--- config.mk ---
export PLATFORM = sky130hd
export DESIGN_NAME = sync_fifo_write_arbiter
export DESIGN_NICKNAME = d
export VERILOG_FILES = /design/src/rtl/sync_fifo_arb_pkg.sv /design/src/rtl/rr_priority_picker.sv /design/src/rtl/sync_fifo_write_arbiter.sv
export SDC_FILE = /design/constraint.sdc
export NUM_CORES = 1
export LEC_CHECK = 0
export ABC_AREA = 1
export BUFFER_PORTS_ARGS = -buffer_cell sky130_fd_sc_hd__buf_2
export CORE_MARGIN = 8
export CORE_UTILIZATION = 38
export CTS_CLUSTER_DIAMETER = 150
export CTS_CLUSTER_SIZE = 12
export DETAILED_ROUTE_END_ITERATION = 16
export PLACE_DENSITY = 0.92
export SLEW_MARGIN = 20
export SYNTH_ARGS = -nofsm -noshare
export SYNTH_HDL_FRONTEND = slang
export SYNTH_SLANG_ARGS = --single-unit
--- constraint.sdc ---
create_clock -name clk_i -period 2 [get_ports clk_i]
set_input_delay 0.4 -clock clk_i [delete_from_list [all_inputs] [get_ports clk_i]]
set_output_delay 0.4 -clock clk_i [all_outputs]
set_load 0.1 [all_outputs]
--- src/rtl/sync_fifo_arb_pkg.sv ---
// Shared types for the FIFO write arbiter: FSM state encoding and stats counter width.
// Optional per-producer beat statistics are enabled by defining FIFO_ARB_STATS_EN.
package sync_fifo_arb_pkg;

  typedef enum logic {
    IDLE  = 1'b0,
    GRANT = 1'b1
  } arb_state_e;

  localparam int STATS_W = 16;

endpackage

--- src/rtl/rr_priority_picker.sv ---
// Round-robin winner search: first set request bit at or above ptr_i, wrapping to 0.
module rr_priority_picker #(
  parameter  int N_REQ = 4,
  localparam int IW    = $clog2(N_REQ)
) (
  input  logic [N_REQ-1:0] req_i,
  input  logic [IW-1:0]    ptr_i,
  output logic [IW-1:0]    winner_o,
  output logic             valid_o
);

  int          j;
  logic [IW-1:0] idx;

  always_comb begin
    winner_o = '0;
    valid_o  = 1'b0;
    j        = 0;
    idx      = '0;
    for (int i = 0; i < N_REQ; i++) begin
      j = int'(ptr_i) + i;
      if (j >= N_REQ) j = j - N_REQ;
      idx = IW'(j);
      if (!valid_o && req_i[idx]) begin
        valid_o  = 1'b1;
        winner_o = idx;
      end
    end
  end

endmodule

--- src/rtl/sync_fifo_write_arbiter.sv ---
// Round-robin arbiter feeding N_REQ bursting producers into one sync FIFO write port.
// Define FIFO_ARB_STATS_EN to add per-producer accepted-beat counters on wr_count_o.
module sync_fifo_write_arbiter
  import sync_fifo_arb_pkg::*;
#(
  parameter int DATA_WIDTH = 32,
  parameter int N_REQ      = 4,
  parameter int MAX_BURST  = 4
) (
  input  logic                          clk_i,
  input  logic                          rst_i,
  input  logic [N_REQ-1:0]              req_i,
  input  logic [N_REQ*DATA_WIDTH-1:0]   data_i,
  input  logic [N_REQ-1:0]              last_i,
  output logic [N_REQ-1:0]              ack_o,
  input  logic                          fifo_full_i,
  output logic                          fifo_write_o,
  output logic [DATA_WIDTH-1:0]         fifo_wr_data_o,
  output logic [$clog2(N_REQ)-1:0]      grant_id_o,
  output logic                          busy_o
`ifdef FIFO_ARB_STATS_EN
  ,
  output logic [N_REQ*STATS_W-1:0]      wr_count_o
`endif
);

  localparam int IW = $clog2(N_REQ);
  localparam int CW = $clog2(MAX_BURST + 1);

  arb_state_e    state_q, state_d;
  logic [IW-1:0] owner_q, owner_d;
  logic [IW-1:0] rr_ptr_q, rr_ptr_d;
  logic [CW-1:0] beat_q, beat_d;
  logic [IW-1:0] pick_id;
  logic          pick_valid;
  logic [IW-1:0] owner_inc;
  logic          release_grant;

  rr_priority_picker #(.N_REQ(N_REQ)) u_picker (
    .req_i    (req_i),
    .ptr_i    (rr_ptr_q),
    .winner_o (pick_id),
    .valid_o  (pick_valid)
  );

  assign busy_o       = (state_q == GRANT);
  assign grant_id_o   = owner_q;
  assign fifo_write_o = busy_o & req_i[owner_q] & ~fifo_full_i;
  assign owner_inc    = (owner_q == IW'(N_REQ - 1)) ? '0 : owner_q + 1'b1;

  always_comb begin
    ack_o          = '0;
    ack_o[owner_q] = fifo_write_o;
    fifo_wr_data_o = busy_o ? data_i[owner_q*DATA_WIDTH +: DATA_WIDTH] : '0;
  end

  // A dropped request, a last beat and a full burst all funnel into one release.
  always_comb begin
    state_d       = state_q;
    owner_d       = owner_q;
    rr_ptr_d      = rr_ptr_q;
    beat_d        = beat_q;
    release_grant = 1'b0;
    case (state_q)
      IDLE: begin
        if (pick_valid) begin
          owner_d = pick_id;
          beat_d  = '0;
          state_d = GRANT;
        end
      end
      GRANT: begin
        if (!req_i[owner_q]) begin
          release_grant = 1'b1;
        end else if (fifo_write_o) begin
          beat_d = beat_q + 1'b1;
          if (last_i[owner_q] || (beat_d == CW'(MAX_BURST))) release_grant = 1'b1;
        end
      end
      default: state_d = IDLE;
    endcase
    if (release_grant) begin
      state_d  = IDLE;
      rr_ptr_d = owner_inc;
    end
  end

  always_ff @(posedge clk_i or posedge rst_i) begin
    if (rst_i) begin
      state_q  <= IDLE;
      owner_q  <= '0;
      rr_ptr_q <= '0;
      beat_q   <= '0;
    end else begin
      state_q  <= state_d;
      owner_q  <= owner_d;
      rr_ptr_q <= rr_ptr_d;
      beat_q   <= beat_d;
    end
  end

`ifdef FIFO_ARB_STATS_EN
  logic [STATS_W-1:0] wr_cnt_q [N_REQ];

  always_ff @(posedge clk_i or posedge rst_i) begin
    if (rst_i) begin
      for (int k = 0; k < N_REQ; k++) wr_cnt_q[k] <= '0;
    end else begin
      for (int k = 0; k < N_REQ; k++) begin
        if (ack_o[k]) wr_cnt_q[k] <= wr_cnt_q[k] + 1'b1;
      end
    end
  end

  always_comb begin
    wr_count_o = '0;
    for (int k = 0; k < N_REQ; k++) wr_count_o[k*STATS_W +: STATS_W] = wr_cnt_q[k];
  end
`endif

endmodule

==> metrics.md <==
| Metric | Value |
|---|---|
| Pre-CTS setup slack | 67.5 ps |
| Drt first-iter violations | 303 |
| Post-layout minimum cycle time | 2090 ps |
| Max_slew headroom | 67.4% |
| Final setup fails | 35 |
| Layout cells sized above 1 | 46.7% |
| Status | finished, violations left |
| Hpwl dp | 8950 µm |
| Post-DRT Antenna Nets | 0 |
| Clock Tree Root | clkbuf_8 |
| H-tree depth | 1 |
| PortBufs | 178 |
| Flops & latches, synth | 8 |
| Post-synth top area cell | nor2_1 |
| Row count | 25 |
| Die Wd | 86.7 µm |
| Drt via density | 5.36 |
| DR DRC count | 0 |
| First-pass GRT wire length | 16800 µm |
| Met3 usage | 5.29% |
| Total CTS buffers | 3 |
| Hold Vio Cnt, Final | 0 |
| Synthesized area per cell | 4.99 µm² |
| GR Layer Usage met1 | 28.8% |
| Count of cell types in the netlist | 26 |
| Fin. max-slew vios | 0 |
| Synthesized net count | 526 |
| Placed Instance Area | 3840 µm² |
| Top area cells in the synthesized netlist | nor2_1, o21ai_0, dfrtp_1 |
| Clock Latency Late Sink | 240 ps |
| Hold Slack | 112 ps |
| Worst Slack Setup Final | -90.1 ps |
| Core Footprint | 4790 µm² |
| DR pass1 iterations | 6 |
| Crit Path Max Fanout | 34 |
| Crit. End Element | output port |
| Initial antenna violation count | 0 |
| Initial Util | 39.7% |
| Synthesis-to-layout area growth | 109% |
| Total wire length | 10900 µm |
| Nets@finish | 699 |
| Placer Congestion | 0.917 |
| Antenna Cells | 0 |
| Die Ht | 86.7 µm |
| Post-route cell area | 3970 µm² |
| Clock skew | 8.95 ps |
| Number of max-cap violations | 0 |
| Clock sink total | 8 |
| WL/cell | 17.6 µm |
| Io pins | 179 |
| Hold Path Class | in2async |
| RSZ-0062 raised after global routing | true |
| Largest net degree at the start of global routing | 38 |
| Failing checks | negative setup slack |
| Post-synth top area share | 27.6% |
| Vias in the first global route | 3387 |
| Arr. time, crit path | 1690 ps |
| Worst setup SP type | register |
| Die area | 7520 µm² |
| Max Clock Freq | 0.478 GHz |
| Fillers | 284 |
| Clock Path Buffers | 2 |
| Met2 Usage GRT | 51.7% |
| GR Overflow Total | 0 |
| Fin crit share | 105% |
| Worst-Margin Slew | 492 ps |
| Synth Cell Area | 1900 µm² |
| Clock slew at reported path FFs | 50 ps |
| CTS tree | built |
| GRT Resource Usage Total | 27.7% |
| GRT Max-Usage Layer | met2 |
| Req. time, crit path | 1600 ps |
| Mapped Cells | 381 |
| Crit Path Class | reg2out |
| Register area share after synthesis | 10.5% |
| Fin util | 83.0% |
| Ys Warns | 0 |
| Total number of vias | 3326 |
-- metal layers --
layer | vias to the layer above | part of all wire [%] | wire (µm)
li1 | 1572 | - | -
met1 | 1495 | 34 | 3750
met2 | 218 | 53 | 5760
met3 | 41 | 8.2 | 896
met4 | 0 | 4.7 | 516
met5 | - | 0 | 0
-- cells in the final DEF, fill, tap and decap left out, types with 3 or more instances in the layout --
cell type / Yosys / final
nand2_1: 51 / 51
ha_1: 6 / 6
o21ai_1: 1 / 58
dfrtp_1: 8 / 5
nor2_1: 140 / 136
buf_12: 0 / 43
o21ai_0: 66 / 6
nor2_4: 1 / 5
clkbuf_8: 0 / 3
nand2_2: 7 / 7
o21ai_2: 0 / 3
buf_4: 1 / 10
dfrtp_4: 0 / 3
nand3_1: 15 / 15
inv_1: 14 / 14
buf_2: 7 / 140
a21oi_4: 0 / 32
-- cell type report --
| cell class | count | area (µm²) | area share [%] |
|---|---|---|---|
| Tap cell | 67 | 83.8 | 2.11 |
| Clock buffer | 4 | 45.0 | 1.13 |
| Sequential cell | 8 | 211 | 5.32 |
| Inverter | 20 | 88.8 | 2.24 |
| Multi-Input combinational cell | 327 | 1900 | 47.7 |
| Timing Repair Buffer | 194 | 1650 | 41.5 |
-- cell usage after synthesis, drive strengths merged --
| cell type | number |
|---|---|
| inv | 19 |
| o21ai | 67 |
| nand2 | 59 |
| nand4 | 1 |
| dfrtp | 8 |
| clkinv | 1 |
| clkbuf | 12 |
| a31oi | 1 |
| nor2 | 141 |
| nand3 | 17 |
| a21oi | 34 |
| ha | 6 |
| xor2 | 1 |
| buf | 14 |
-- metrics by stage --
| stage | instances | setup TNS [ps] |
|---|---|---|
| global placement | 612 | 0 |
| detailed placement | 612 | 0 |
| global route | 620 | -3560 |
| finish | 620 | -1370 |
| floorplan | 381 | -10240 |
| CTS | 619 | -714 |
-- cells by family after synthesis --
logic type | after synthesis | share of synthesized area, %
compound gates | 102 | 27.1
simple gates | 218 | 46.9
xor+xnor | 1 | 0.461
buf+inv | 46 | 11.1
flops | 8 | 10.5
fa+ha+maj | 6 | 3.95
-- worst max-delay path, stage by stage (launching register included) --
cell and delay (ps):
dfrtp_4 550, inv_8 140, buf_12 190, o21ai_1 150, a21oi_4 200, buf_12 190
-- registers in the layout (all words and copies together) (netlist names) --
signal	flops
rr_ptr_q	2
busy_o	1
beat_q	3
grant_id_o	2
-- path summary, 6_finish.rpt --
path | startpoint | end | slack, ps | cells after the start
min in group clk_i | beat_q[2] | beat_q[2] | 530 | 2
setup / recovery | grant_id_o[0] | fifo_wr_data_o[14] | -90 | 5
setup reg to reg | rr_ptr_q[0] | beat_q[0] | 300 | 11
hold reg to reg | beat_q[2] | beat_q[2] | 530 | 2
max in group asynchronous | rst_i | grant_id_o[0] | 1610 | 2
hold / removal | rst_i | rr_ptr_q[0] | 110 | 2
-- what timing repair did --
item	in CTS	in global routing
setup endpoints to repair	36	37
pin swaps	3	0
resized for setup	32	5
buffers inserted	3	1
hold buffers	0	0
Power is left out: the tool's default activity adds up to more than one toggle a clock period on the data nets, which glitch-free logic cannot reach.
